--- src/rtl/ibex_branch_resolve.sv ---
// rtl/ibex_branch_resolve.sv - static branch prediction resolution and redirect
// Optional perf counters enabled by defining IBEX_BRANCH_RESOLVE_PERF_EN.
module ibex_branch_resolve #(
  parameter int DEPTH = 4
) (
  input  logic        clk_i,
  input  logic        rst_i,
  input  logic        pred_valid_i,
  output logic        pred_ready_o,
  input  logic        pred_taken_i,
  input  logic [31:0] pred_pc_i,
  input  logic [31:0] pred_target_i,
  input  logic        res_valid_i,
  input  logic [31:0] res_pc_i,
  input  logic        res_taken_i,
  input  logic [31:0] res_target_i,
  input  logic        res_compressed_i,
  input  logic        flush_i,
`ifdef IBEX_BRANCH_RESOLVE_PERF_EN
  output logic [31:0] perf_branches_o,
  output logic [31:0] perf_mispredicts_o,
`endif
  output logic        mispredict_o,
  output logic [31:0] redirect_pc_o,
  output logic        seq_err_o
);

  localparam int AW = $clog2(DEPTH);
  localparam logic [AW:0] PTR_ONE = {{AW{1'b0}}, 1'b1};

  logic [31:0]   r_pc    [DEPTH];
  logic [31:0]   r_tgt   [DEPTH];
  logic          r_taken [DEPTH];
  logic [AW:0]   r_rd_ptr;
  logic [AW:0]   r_wr_ptr;
  logic          r_mispredict;
  logic [31:0]   r_redirect;
  logic          r_seq_err;

  logic [AW-1:0] w_rd_idx;
  logic [AW-1:0] w_wr_idx;
  logic          w_empty;
  logic          w_full;
  logic          w_mispredict;
  logic          w_pc_err;
  logic          w_pop;
  logic          w_push;
  logic          w_kill;
  logic [31:0]   w_redirect;

  assign w_rd_idx = r_rd_ptr[AW-1:0];
  assign w_wr_idx = r_wr_ptr[AW-1:0];
  assign w_empty  = (r_rd_ptr == r_wr_ptr);
  assign w_full   = (r_rd_ptr[AW] != r_wr_ptr[AW]) && (w_rd_idx == w_wr_idx);

  // An empty queue means IF predicted fall-through for this instruction.
  always_comb begin
    w_mispredict = 1'b0;
    w_pc_err     = 1'b0;
    w_pop        = 1'b0;
    if (res_valid_i) begin
      if (w_empty) begin
        w_mispredict = res_taken_i;
      end else if (r_pc[w_rd_idx] != res_pc_i) begin
        w_pc_err     = 1'b1;
        w_mispredict = 1'b1;
      end else if (r_taken[w_rd_idx] != res_taken_i) begin
        w_mispredict = 1'b1;
      end else if (res_taken_i && (r_tgt[w_rd_idx] != res_target_i)) begin
        w_mispredict = 1'b1;
      end else begin
        w_pop = 1'b1;
      end
    end
  end

  // A correct pop frees the slot, so a push alongside it is taken even when full.
  assign w_kill     = w_mispredict & ~flush_i;
  assign w_push     = pred_valid_i & (~w_full | w_pop) & ~w_mispredict & ~flush_i;
  assign w_redirect = res_taken_i ? res_target_i
                                  : res_pc_i + (res_compressed_i ? 32'd2 : 32'd4);

  always_ff @(posedge clk_i) begin
    if (w_push) begin
      r_pc[w_wr_idx]    <= pred_pc_i;
      r_tgt[w_wr_idx]   <= pred_target_i;
      r_taken[w_wr_idx] <= pred_taken_i;
    end
  end

  always_ff @(posedge clk_i or posedge rst_i) begin
    if (rst_i) begin
      r_rd_ptr     <= '0;
      r_wr_ptr     <= '0;
      r_mispredict <= 1'b0;
      r_redirect   <= 32'd0;
      r_seq_err    <= 1'b0;
    end else begin
      r_mispredict <= w_kill;
      if (w_kill) begin
        r_redirect <= w_redirect;
      end
      if (w_pc_err && !flush_i) begin
        r_seq_err <= 1'b1;
      end
      if (flush_i || w_mispredict) begin
        r_rd_ptr <= '0;
        r_wr_ptr <= '0;
      end else begin
        if (w_pop) begin
          r_rd_ptr <= r_rd_ptr + PTR_ONE;
        end
        if (w_push) begin
          r_wr_ptr <= r_wr_ptr + PTR_ONE;
        end
      end
    end
  end

  assign pred_ready_o  = ~w_full;
  assign mispredict_o  = r_mispredict;
  assign redirect_pc_o = r_redirect;
  assign seq_err_o     = r_seq_err;

`ifdef IBEX_BRANCH_RESOLVE_PERF_EN
  logic [31:0] r_perf_branches;
  logic [31:0] r_perf_mispredicts;

  always_ff @(posedge clk_i or posedge rst_i) begin
    if (rst_i) begin
      r_perf_branches    <= 32'd0;
      r_perf_mispredicts <= 32'd0;
    end else begin
      if (res_valid_i && !flush_i && (r_perf_branches != 32'hFFFF_FFFF)) begin
        r_perf_branches <= r_perf_branches + 32'd1;
      end
      if (w_kill && (r_perf_mispredicts != 32'hFFFF_FFFF)) begin
        r_perf_mispredicts <= r_perf_mispredicts + 32'd1;
      end
    end
  end

  assign perf_branches_o    = r_perf_branches;
  assign perf_mispredicts_o = r_perf_mispredicts;
`endif

endmodule

--- config.mk ---
export PLATFORM = sky130hd
export DESIGN_NAME = ibex_branch_resolve
export DESIGN_NICKNAME = d
export VERILOG_FILES = /design/src/rtl/ibex_branch_resolve.sv
export SDC_FILE = /design/constraint.sdc
export NUM_CORES = 1
export LEC_CHECK = 0
export BUFFER_PORTS_ARGS = -buffer_cell sky130_fd_sc_hd__buf_2
export CAP_MARGIN = 0
export CORE_MARGIN = 3
export CORE_UTILIZATION = 50
export DETAILED_ROUTE_END_ITERATION = 16
export PLACE_DENSITY = 0.71
export SKIP_LAST_GASP = 1
export SYNTH_ARGS = -nofsm -noshare
export SYNTH_HDL_FRONTEND = slang
export SYNTH_SLANG_ARGS = --single-unit
--- constraint.sdc ---
create_clock -name clk_i -period 15.2 [get_ports clk_i]
set_clock_uncertainty 0.1 [all_clocks]
set_input_delay 3.04 -clock clk_i [delete_from_list [all_inputs] [get_ports clk_i]]
set_output_delay 3.04 -clock clk_i [all_outputs]
set_load 0.005 [all_outputs]
==> impl_results.md, run 1 <==
* Status: finished, final reports clean
* Io pins at between 150 and 200
* Vias in the first global route at approximately 7.5k
* Die Y at between 150 and 200 um
* Routed wire length at approximately 31 mm
* Flop pwr share at between 40% and 50%
* Synthesized netlist cell count at approximately 800
* Mapped cell area at 13200 um^2
* CP startpoint kind: input pin
* Share of cells above drive strength 1 at 34.9%
* Net Sw Frac at about a fifth
* Layout Nets at approximately 1.1k
* Maximum vdd ir drop at approximately 80 uV
* CTS resizes at 0
* Dpl hpwl at about 22 mm
* Wirelength per Cell at approximately 24 um
* Overflow after GRT at 0
* DR vias at between 7k and 8k
* Placeable Area at between 20000 and 30000 um^2
* Max Cap Viol at 0
* Final ANT Viol Nets at 0
* GPL Wtd Cong at slightly above 0.9
* Mapped Nets at a little over 900
* Fillers at roughly 1.9k
* Average cell area after synthesis at 17.0 um^2
* # H-tree levels at 1
* Clock Path Buffers at 3
* Clock share of power at 42.1%
* Setup bufs post-CTS at 0
* Largest net degree at the start of global routing at 66
* Hold Buf Count CTS at 0
* Multi-input gate area at about 4200 um^2
* WHS Path Cells at 1
* Drt pass-1 iters at 5
* Synthesized flop and latch total at 300
* Final Hold Fails at 0
* DRT iter0 DRCs at 751
* Synth async-reset ratio at 13.3%
* Chip Width at roughly 170 um
* Final count of negative-setup-slack endpoints at 0
* GRT Util Overall at 22.1%
* Worst-path maximum fanout at 65
* Fin crit share at between 40% and 50%
* Crit path time final at approximately 7000 ps
* Seq/Total Area, Yosys at between 60 and 70%
* Arrival time worst endpoint at around 7000 ps
* Sequential Area at 8820 um^2
* Die area at 28400 um^2
* HP Class: register to register
* Clock Latency Late Sink at approximately 550 ps
* Critical path required time at 15270 ps
* DRC viols at 0
* Reg2Reg Setup Slack at 9340 ps
* Starting density of the core at approximately half
* Tightest Pin Transition at about 1200 ps
* EDFF count, synth at 260
* CTS Sinks at 300
* Initial antenna violation count at 3
* YS warnings at 0
* Most used DFF post-synth: edfxtp_1
* Setup Crit Path Kind: input pin to register
* First-pass GRT wire length at 47.2 mm
* Pwr Density at ~120 nW/um^2
* I/O Buffers at 170
* Setup TNS at 0 ps
* RSZ-0062 raised after global routing: false
* Clock root buffer: clkbuf_16
* R2R cell count at 10
* Switch Pwr at ~0.00041 W
* Synth unique cells at between 50 and 60
* Clk slew on worst S/H paths at approximately 60 ps
* Max Clk Rate at about 140 MHz
* Gate power share at ~8.7%
* Cell row count at 58
* Via density at 5.75
* Num CTS Buffers at 30
* CP Capture Type: register
* DP Cell Count at between 1k and 1.5k
* Pint at about 0.0015 W
* Rel. slew slack at around 20%
* Max-slew violations at 0
* TritonCTS clock tree: yes
* Finished Layout Cells at 1315
* Leakage at about 5.4 nW
* Area delta synth->final at 17.5%
## state kept, by name (all words and copies together), names as in the netlist
signal and cells:
r_taken 4, r_pc 128, redirect_pc_o 32, r_tgt 128, r_rd_ptr 3, seq_err_o 1, mispredict_o 1, r_wr_ptr 3
## power by group through the flow
stage	clock [W]	sequential [W]	combinational, W
final	0.000814	0.000950	0.000168
after global routing	0.000859	0.000953	0.000182
after global placement	0	0.000966	0.000165
after CTS	0.000825	0.000950	0.000169
after detailed placement	0	0.000967	0.000167
after floorplan	0	0.000965	0.0000828
## critical path, cell delays in order
cell,delay [ps]
buf_2,80
buf_4,500
o311ai_1,300
a2111oi_2,390
nand3_1,120
or4_4,580
o211ai_1,260
nand3_1,370
nor2_4,580
buf_4,680
## worst paths after layout
path | from | endpoint
max | res_taken_i | r_pc[0][23]$_DFFE_PP_
min | redirect_pc_o[5]$_DFFE_PP0P_ | redirect_pc_o[5]$_DFFE_PP0P_
max reg2reg | r_rd_ptr[0]$_DFFE_PP0P_ | r_pc[0][23]$_DFFE_PP_
min reg2reg | redirect_pc_o[5]$_DFFE_PP0P_ | redirect_pc_o[5]$_DFFE_PP0P_
max in group asynchronous | rst_i | r_rd_ptr[1]$_DFFE_PP0P_
min in group asynchronous | rst_i | redirect_pc_o[17]$_DFFE_PP0P_
## cell usage after synthesis, types with 3 or more instances
cell type	count	area [um^2]
and4_1	3	26.3
dfrtp_1	40	1000
nor3_1	5	25.0
nand3_1	12	60.1
mux2i_1	24	240
nor4_1	5	31.3
nor2b_1	4	25.0
edfxtp_1	260	7810
ha_1	7	87.6
o21ai_0	44	220
nand2_1	51	191
mux2_4	29	435
clkbuf_1	8	30.0
xnor2_1	71	622
and3_1	5	31.3
mux2_2	8	90.1
buf_4	5	37.5
mux4_2	55	1240
inv_1	15	56.3
buf_2	8	40.0
nand4_1	25	156
and2_1	4	25.0
a21oi_1	7	35.0
xor2_1	21	184
nor2_1	19	71.3
buf_6	7	78.8
## cell families (layout without fill, tap and decap cells)
family	Yosys count	after routing	share of synthesized area, %
muxes	116	116	15.2
adders and majority gates	8	8	0.815
DFF	300	300	66.7
AOI/OAI and AO/OA	70	70	3.19
other	0	2	0
xor gates and xnor gates	93	93	6.22
and+or+nand+nor	147	147	6.06
buffers and inverters	43	249	1.84
## cell usage in the layout, fill, tap and decap left out, types with 2 or more instances in the layout
cell type  instances
and2_1             4
nand3_1           12
clkbuf_1           2
nor2_4             3
nand2_1           51
and4_1             3
a21oi_1            7
diode_2            2
mux4_2            55
nor3_1             4
clkinv_4           4
bufinv_16          7
xor2_1            21
nor2_1            16
clkinv_2           7
nand4_1           25
nor4_2             2
clkbuf_8           3
mux2_4            29
nor2b_1            4
inv_1             14
buf_4              8
dfrtp_1           38
nor4_1             5
o21ai_0           44
and3_1             5
buf_2            170
ha_1               7
edfxtp_1         260
o22ai_1            2
mux2_2             8
o31ai_1            2
xnor2_1           71
dfrtp_4            2
clkbuf_16         31
mux2i_1           24
a21boi_0           2
## per-layer routing
| layer | wire, um | up-vias | global-route usage [%] |
|---|---|---|---|
| met5 | 7 | - | 0 |
| met4 | 735 | 2 | 5.48 |
| met3 | 2380 | 56 | 3.41 |
| met2 | 14800 | 318 | 34.6 |
| met1 | 13500 | 3785 | 33.1 |
| li1 | - | 3396 | - |
## final cells by class
| cell class | count | share of cell area (%) |
|---|---|---|
| clock inverter | 20 | 1.91 |
| antenna | 2 | 0.0323 |
| sequential | 300 | 56.8 |
| multi-input combinational | 434 | 27.0 |
| clock buffer | 36 | 5.31 |
| inverter | 15 | 0.363 |
| timing repair buffer | 178 | 5.87 |
| tap | 330 | 2.66 |
## metrics by stage
stage	total power [W]	worst slack (ps)	hold WS, ps	utilization, %	instance area, um^2
finish	0.00193	8260	414	60.7	15500
CTS	0.00194	8260	414	60.7	15500
detailed placement	0.00113	7690	398	56.3	14400
floorplan	0.00105	5230	360	-	13200
global route	0.00199	7990	433	60.7	15500
global placement	0.00113	7820	393	56.3	14400
(Power assumes the default switching activity.)
==> inputs of run 2 (changes only) <==
--- a/config.mk
+++ b/config.mk
@@ -5,12 +5,13 @@
 export SDC_FILE = /design/constraint.sdc
 export NUM_CORES = 1
 export LEC_CHECK = 0
+export ABC_AREA = 1
 export BUFFER_PORTS_ARGS = -buffer_cell sky130_fd_sc_hd__buf_2
 export CAP_MARGIN = 0
 export CORE_MARGIN = 3
 export CORE_UTILIZATION = 50
 export DETAILED_ROUTE_END_ITERATION = 16
-export PLACE_DENSITY = 0.71
+export PLACE_DENSITY = 0.73
 export SKIP_LAST_GASP = 1
 export SYNTH_ARGS = -nofsm -noshare
 export SYNTH_HDL_FRONTEND = slang
==> constraint.sdc (replaced) <==
create_clock -name clk_i -period 5.8 [get_ports clk_i]
set_clock_uncertainty 0.1 [all_clocks]
set_input_delay 1.16 -clock clk_i [delete_from_list [all_inputs] [get_ports clk_i]]
set_output_delay 1.16 -clock clk_i [all_outputs]
set_load 0.005 [all_outputs]
==> run 2 against run 1 <==
Sequential share of layout area down 1.9 points; clock-buffer cell count fell by 1; global-route usage grew 3.1 points; via count increased by 44%; flip-flop and latch count stayed put; setup slack got worse by 7100 ps; final cell count increased by 51%; critical endpoint is now r_tgt[2][22]$_DFFE_PP_; final area increased by 3.5%; clock power up 130%; die area rose by 6.2%; synthesized cell count is 85% higher; first-iteration DRC count increased by 64%.
==> impl_results.md, run 2 <==
* Mapped cell area at ~14000 um^2
* DR vias at ~11k
* Final instance area at ~16000 um^2
* Setup bufs post-CTS at 0
* Largest net degree at the start of global routing at 69
* First-pass GRT wire length at roughly 59 mm
* Dpl hpwl at around 27 mm
* Via density at 5.47
* DRT iter0 DRCs at about 1.2k
* CTS Sinks at 300
* Tightest Pin Transition at between 900 and 1000 ps
* Critical path required time at between 5000 and 6000 ps
* Leakage at approximately 6.7 nW
* Met3 Use GR at 4.73%
* Setup TNS at 0 ps
* Starting density of the core at roughly half
* Io pins at approximately 170
* Fin crit share at about four fifths
* Clock root buffer: clkbuf_16
* Chip Width at between 150 and 200 um
* Final count of negative-setup-slack endpoints at 0
* EDFF count, synth at 260
* CTS resizes at 0
* GPL Wtd Cong at 0.949
* Final Hold Fails at 0
* Seq/Total Area, Yosys at approximately 63%
* Clock Latency Late Sink at around 570 ps
* Max Clk Rate at approximately 210 MHz
* Synth async-reset ratio at a little over an eighth
* Crit path time final at between 4000 and 5000 ps
* Most used DFF post-synth: edfxtp_1
* Status: finished, final reports clean
* Overflow after GRT at 0
* Synth unique cells at 38
* TritonCTS clock tree: yes
* CP startpoint kind: register
* RSZ-0062 raised after global routing: false
* Routed wire length at roughly 39 mm
* Rel. slew slack at ~38%
* Num CTS Buffers at 30
* Synthesized netlist cell count at approximately 1.4k
* Arrival time worst endpoint at 4750 ps
* DRC viols at 0
* Post-synth top cells: nand2_1 (582), edfxtp_1 (260), nand3_1 (194)
* Synthesized flop and latch total at 300
* Die area at roughly 30000 um^2
* Setup Crit Path Kind: register to register
* Top post-synthesis cells by area: edfxtp_1 (56%), nand2_1 (16%), dfrtp_1 (7.1%), nand3_1 (6.9%), inv_1 (1.9%)
* GRT Util Overall at approximately a quarter
* Hold_ws at approximately 370 ps
* Placeable Area at approximately 27000 um^2
* Vias in the first global route at between 10k and 15k
* Share of the synthesized area in the top cell type at roughly 56%
* YS warnings at 0
* Pwr Density at about 300 nW/um^2
* Fin util at around 59%
* Hold Buf Count CTS at 0
* Most common cell after layout, fill and taps aside: nand2_1
* Max Cap Viol at 0
* Clk slew on worst S/H paths at ~60 ps
* Gr busiest metal: met2
* Worst-path maximum fanout at 61
* Maximum vdd ir drop at between 200 and 250 uV
* Fillers at approximately 2.4k
* Met2 usage at roughly 40%
* Share of cells above drive strength 1 at ~15%
* Max-slew violations at 0
* Mapped Nets at approximately 1.6k
* Most common cell in the netlist: nand2_1
* I/O Buffers at 170
* Final worst slack at ~1100 ps
* CP Capture Type: register
* Final ANT Viol Nets at 0
* Initial antenna violation count at 3
* Layout Nets at 1740
* Cell row count at 60
* Clock Path Buffers at 3
* Pre-CTS setup slack at between 1000 and 1500 ps
* Area delta synth->final at 14.2%
* Wirelength per Cell at between 15 and 20 um
* WHS Path Cells at 2
* Placed instance area at roughly 15000 um^2
* # H-tree levels at 1
* M1 GR Usage at approximately 36%
* R2R cell count at 17
* Average cell area after synthesis at roughly 9.8 um^2
* Yosys top cell by area: edfxtp_1
* Most frequent cells in the layout: nand2_1 (582), edfxtp_1 (260), nand3_1 (194)
* Die Y at between 150 and 200 um
* HP Class: register to register
* Drt pass-1 iters at 7
## run 2: stage by stage
step | total power [W] | cells
3_3_place_gp | 0.00298 | 1936
3_5_place_dp | 0.00299 | 1936
6_report | 0.00478 | 1992
4_1_cts | 0.00480 | 1989
2_1_floorplan | 0.00276 | 1438
5_1_grt | 0.00496 | 1992
## run 2: cell type report
cell class / count / area (um^2) / share of cell area (%)
flip-flops and latches: 300 / 8810 / 54.9
multi-input cells: 1005 / 4580 / 28.5
repair buffers: 187 / 991 / 6.17
clock buffers: 35 / 769 / 4.79
well taps: 372 / 465 / 2.90
inverters: 72 / 273 / 1.70
clock inverters: 18 / 156 / 0.974
diodes: 3 / 7.51 / 0.0467
## run 2: logic make-up after synthesis
logic type,count (synthesis),share of synthesized area [%]
fa+ha+maj,8,0.765
xor+xnor,33,2.06
buf+inv,133,4.91
flops,300,62.7
compound gates,71,2.72
simple gates,893,26.9
## run 2: power by group
part | switching, W | total (W) | leakage (nW) | internal, W
Sequential | 0.0000429 | 0.00250 | 2.85 | 0.00245
Clock | 0.000801 | 0.00184 | 0.439 | 0.00103
Combinational | 0.000296 | 0.000452 | 3.45 | 0.000156
## run 2: final timing paths
check / start / endpoint / slack, ps
max: r_rd_ptr[0]$_DFFE_PP0P_ / r_tgt[2][22]$_DFFE_PP_ / 1120
min in group asynchronous: rst_i / redirect_pc_o[1]$_DFFE_PP0P_ / 620
min: redirect_pc_o[27]$_DFFE_PP0P_ / redirect_pc_o[27]$_DFFE_PP0P_ / 370
max in group asynchronous: rst_i / r_rd_ptr[0]$_DFFE_PP0P_ / 4580
max reg2reg: r_rd_ptr[0]$_DFFE_PP0P_ / r_tgt[2][22]$_DFFE_PP_ / 1120
min reg2reg: redirect_pc_o[27]$_DFFE_PP0P_ / redirect_pc_o[27]$_DFFE_PP0P_ / 370
## run 2: worst max-delay path, stage by stage (launching register included)
cell and delay, ps:
dfrtp_4 610, inv_4 550, buf_12 340, nand2_1 80, nand3_1 120, nand2_1 80, nand2_1 60, nand4_1 120
nor2_1 130, nand2_1 60, nor2_1 100, nand2_1 80, nor2_1 200, nand2_2 130, nand2_4 330, nand2_4 210
nor3_4 210, buf_4 580
## run 2: routing by layer
metal | vias up | part of all wire, %
li1 | 5168 | -
met1 | 5129 | 42
met2 | 528 | 46
met3 | 78 | 8.9
met4 | 0 | 3.2
met5 | - | 0
==> inputs of run 3 (changes only) <==
==> constraint.sdc (replaced) <==
create_clock -name clk_i -period 3.9 [get_ports clk_i]
set_clock_uncertainty 0.1 [all_clocks]
set_input_delay 0.78 -clock clk_i [delete_from_list [all_inputs] [get_ports clk_i]]
set_output_delay 0.78 -clock clk_i [all_outputs]
set_load 0.005 [all_outputs]
==> run 3 against run 2 <==
Wire length up 2.2%; setup slack worse by 830 ps; combinational power up 53%; largest power group unchanged; hold slack worse by 110 ps; first-iteration DRC count up 8.4%; non-clock buffer count up 9; critical path depth down 2; sequential share of layout area down 0.88 points; largest cell class unchanged; total power up 54%; utilization up 0.96 points.
==> impl_results.md, run 3 (synthesis gave the netlist of run 2 again) <==
* Status: finished, final reports clean
* Pre-CTS setup slack at between 200 and 250 ps
* Clock root buffer: clkbuf_16
* Leakage at 6.87 nW
* CP dominant cell by count: nand2_1
* Arrival time worst endpoint at ~4000 ps
* Fin crit share at 92.4%
* Rel. slew slack at 45.9%
* Drt pass-1 iters at 6
* Fin util at ~60%
* Worst Setup SP: r_rd_ptr[0]$_DFFE_PP0P_
* Final Hold Fails at 0
* Io pins at between 150 and 200
* Largest net degree at the start of global routing at roughly 130
* Vias in the first global route at roughly 11k
* Finished Layout Cells at between 2k and 2.5k
* Switch Pwr at between 0.0015 and 0.002 W
* Gate power share at around a tenth
* Dpl hpwl at 27.6 mm
* Hold Buf Count CTS at 0
* Slowest CP cell: nor2_2
* Most common cell after layout, fill and taps aside: nand2_1
* First-pass GRT wire length at 60.4 mm
* Maximum vdd ir drop at 377 uV
* DRT iter0 DRCs at between 1k and 1.5k
* CP startpoint kind: register
* Pwr Total at around 0.0074 W
* Worst-path maximum fanout at 133
* Layout Nets at 1750
* TritonCTS clock tree: yes
* Most frequent cells in the layout: nand2_1 (582), edfxtp_1 (260), nand3_1 (194)
* GRT Util Overall at around 26%
* Hold_ws at 264 ps
* CTS resizes at 0
* RSZ-0062 raised after global routing: false
* Max Clk Rate at about 280 MHz
* Initial antenna violation count at 1
* Crit path time final at around 3600 ps
* HP Class: input pin to asynchronous set/reset pin
* DRC viols at 0
* Final count of negative-setup-slack endpoints at 0
* Share of cells above drive strength 1 at 15.9%
* Pwr Density at ~450 nW/um^2
* Setup Crit Path Kind: register to register
* Wirelength per Cell at a little under 20 um
* Tightest Pin Transition at approximately 800 ps
* # H-tree levels at 1
* Clk slew on worst S/H paths at 60 ps
* I/O Buffers at 170
* Cell row count at 60
* Die area at roughly 30000 um^2
* CP Capture Type: register
* Routed wire length at 39.7 mm
* Clock share of power at approximately 40%
* Final ANT Viol Nets at 0
* Placeable Area at 27300 um^2
* CTS Sinks at 300
* Biggest cell delay along the critical path at a little under 700 ps
* Pint at between 0.005 and 0.006 W
* Critical path required time at between 4000 and 5000 ps
* Starting density of the core at between 50% and 60%
* Clock Path Buffers at 3
* GPL Wtd Cong at just under 1
* Max-slew violations at 0
* FF-to-FF Start: r_rd_ptr[0]$_DFFE_PP0P_
* Clock Latency Late Sink at 560 ps
* Setup bufs post-CTS at 0
* Chip Width at 174 um
* DR vias at 11.1k
* Via density at around 5.5
* Area delta synth->final at 16.1%
* Die Y at ~170 um
* Crit-path cells: buf_16 > nand2_1 > nand3_1 > nand2_1 > or2_2 > nand3_1 > nor2_1 > nand3_1 > o21bai_2 > nand2_2 > nand2_4 > buf_4 > nor2_2 > nand2_1 > nand2_1
* Net Sw Frac at 23.1%
* DP Cell Count at approximately 2k
* Overflow after GRT at 0
* Num CTS Buffers at 30
* Final worst slack at a little under 300 ps
* Flop pwr share at between 50% and 60%
* Max Cap Viol at 0
-- run 3: power by group through the flow --
stage                     registers, W  clock network (W)  logic [W]
after CTS                      0.00371            0.00299   0.000686
final                          0.00371            0.00295   0.000691
after global placement         0.00377                  0   0.000666
after floorplan                0.00378                  0   0.000332
after global routing           0.00373            0.00313   0.000761
after detailed placement       0.00378                  0   0.000682
-- run 3: cell type report --
type                    instances  area (um^2)
clock buffers                  36          795
diodes                          1         2.50
flip-flops and latches        300         8810
repair buffers                196         1150
inverters                      72          273
multi-input cells            1006         4600
fillers                      2294        11000
clock inverters                20          219
well taps                     372          465
-- run 3: worst paths after layout --
kind | endpoint | slack, ps | depth (start not counted)
worst max-delay path | redirect_pc_o[26]$_DFFE_PP0P_ | 300 | 15
worst min-delay path | redirect_pc_o[25]$_DFFE_PP0P_ | 260 | 3
worst max register to register | redirect_pc_o[26]$_DFFE_PP0P_ | 300 | 15
worst min register to register | redirect_pc_o[31]$_DFFE_PP0P_ | 370 | 2
max in group asynchronous | r_rd_ptr[0]$_DFFE_PP0P_ | 3030 | 3
min in group clk_i | r_tgt[1][15]$_DFFE_PP_ | 330 | 1
-- run 3: per-stage QoR --
| step | setup TNS [ps] | instance area (um^2) |
|---|---|---|
| after detailed placement | 0 | 15300 |
| after CTS | 0 | 16300 |
| after global routing | 0 | 16300 |
| after global placement | 0 | 15300 |
| after floorplan | -29510 | 14100 |
| final | 0 | 16300 |
-- run 3: worst max-delay path, delay by kind of cell, from the launching register on --
family / cells / cell delay (ps)
compound gates: 1 / 110
buf+inv: 2 / 670
flops: 1 / 450
simple gates: 12 / 2070
-- run 3: routing by layer --
| metal | GRT usage [%] | vias to the layer above | part of all wire, % |
|---|---|---|---|
| met4 | 7.77 | 0 | 3.3 |
| met5 | 0 | - | 0 |
| met2 | 40.2 | 557 | 46 |
| met3 | 5.32 | 91 | 10 |
| met1 | 36.3 | 5244 | 41 |
| li1 | - | 5185 | - |
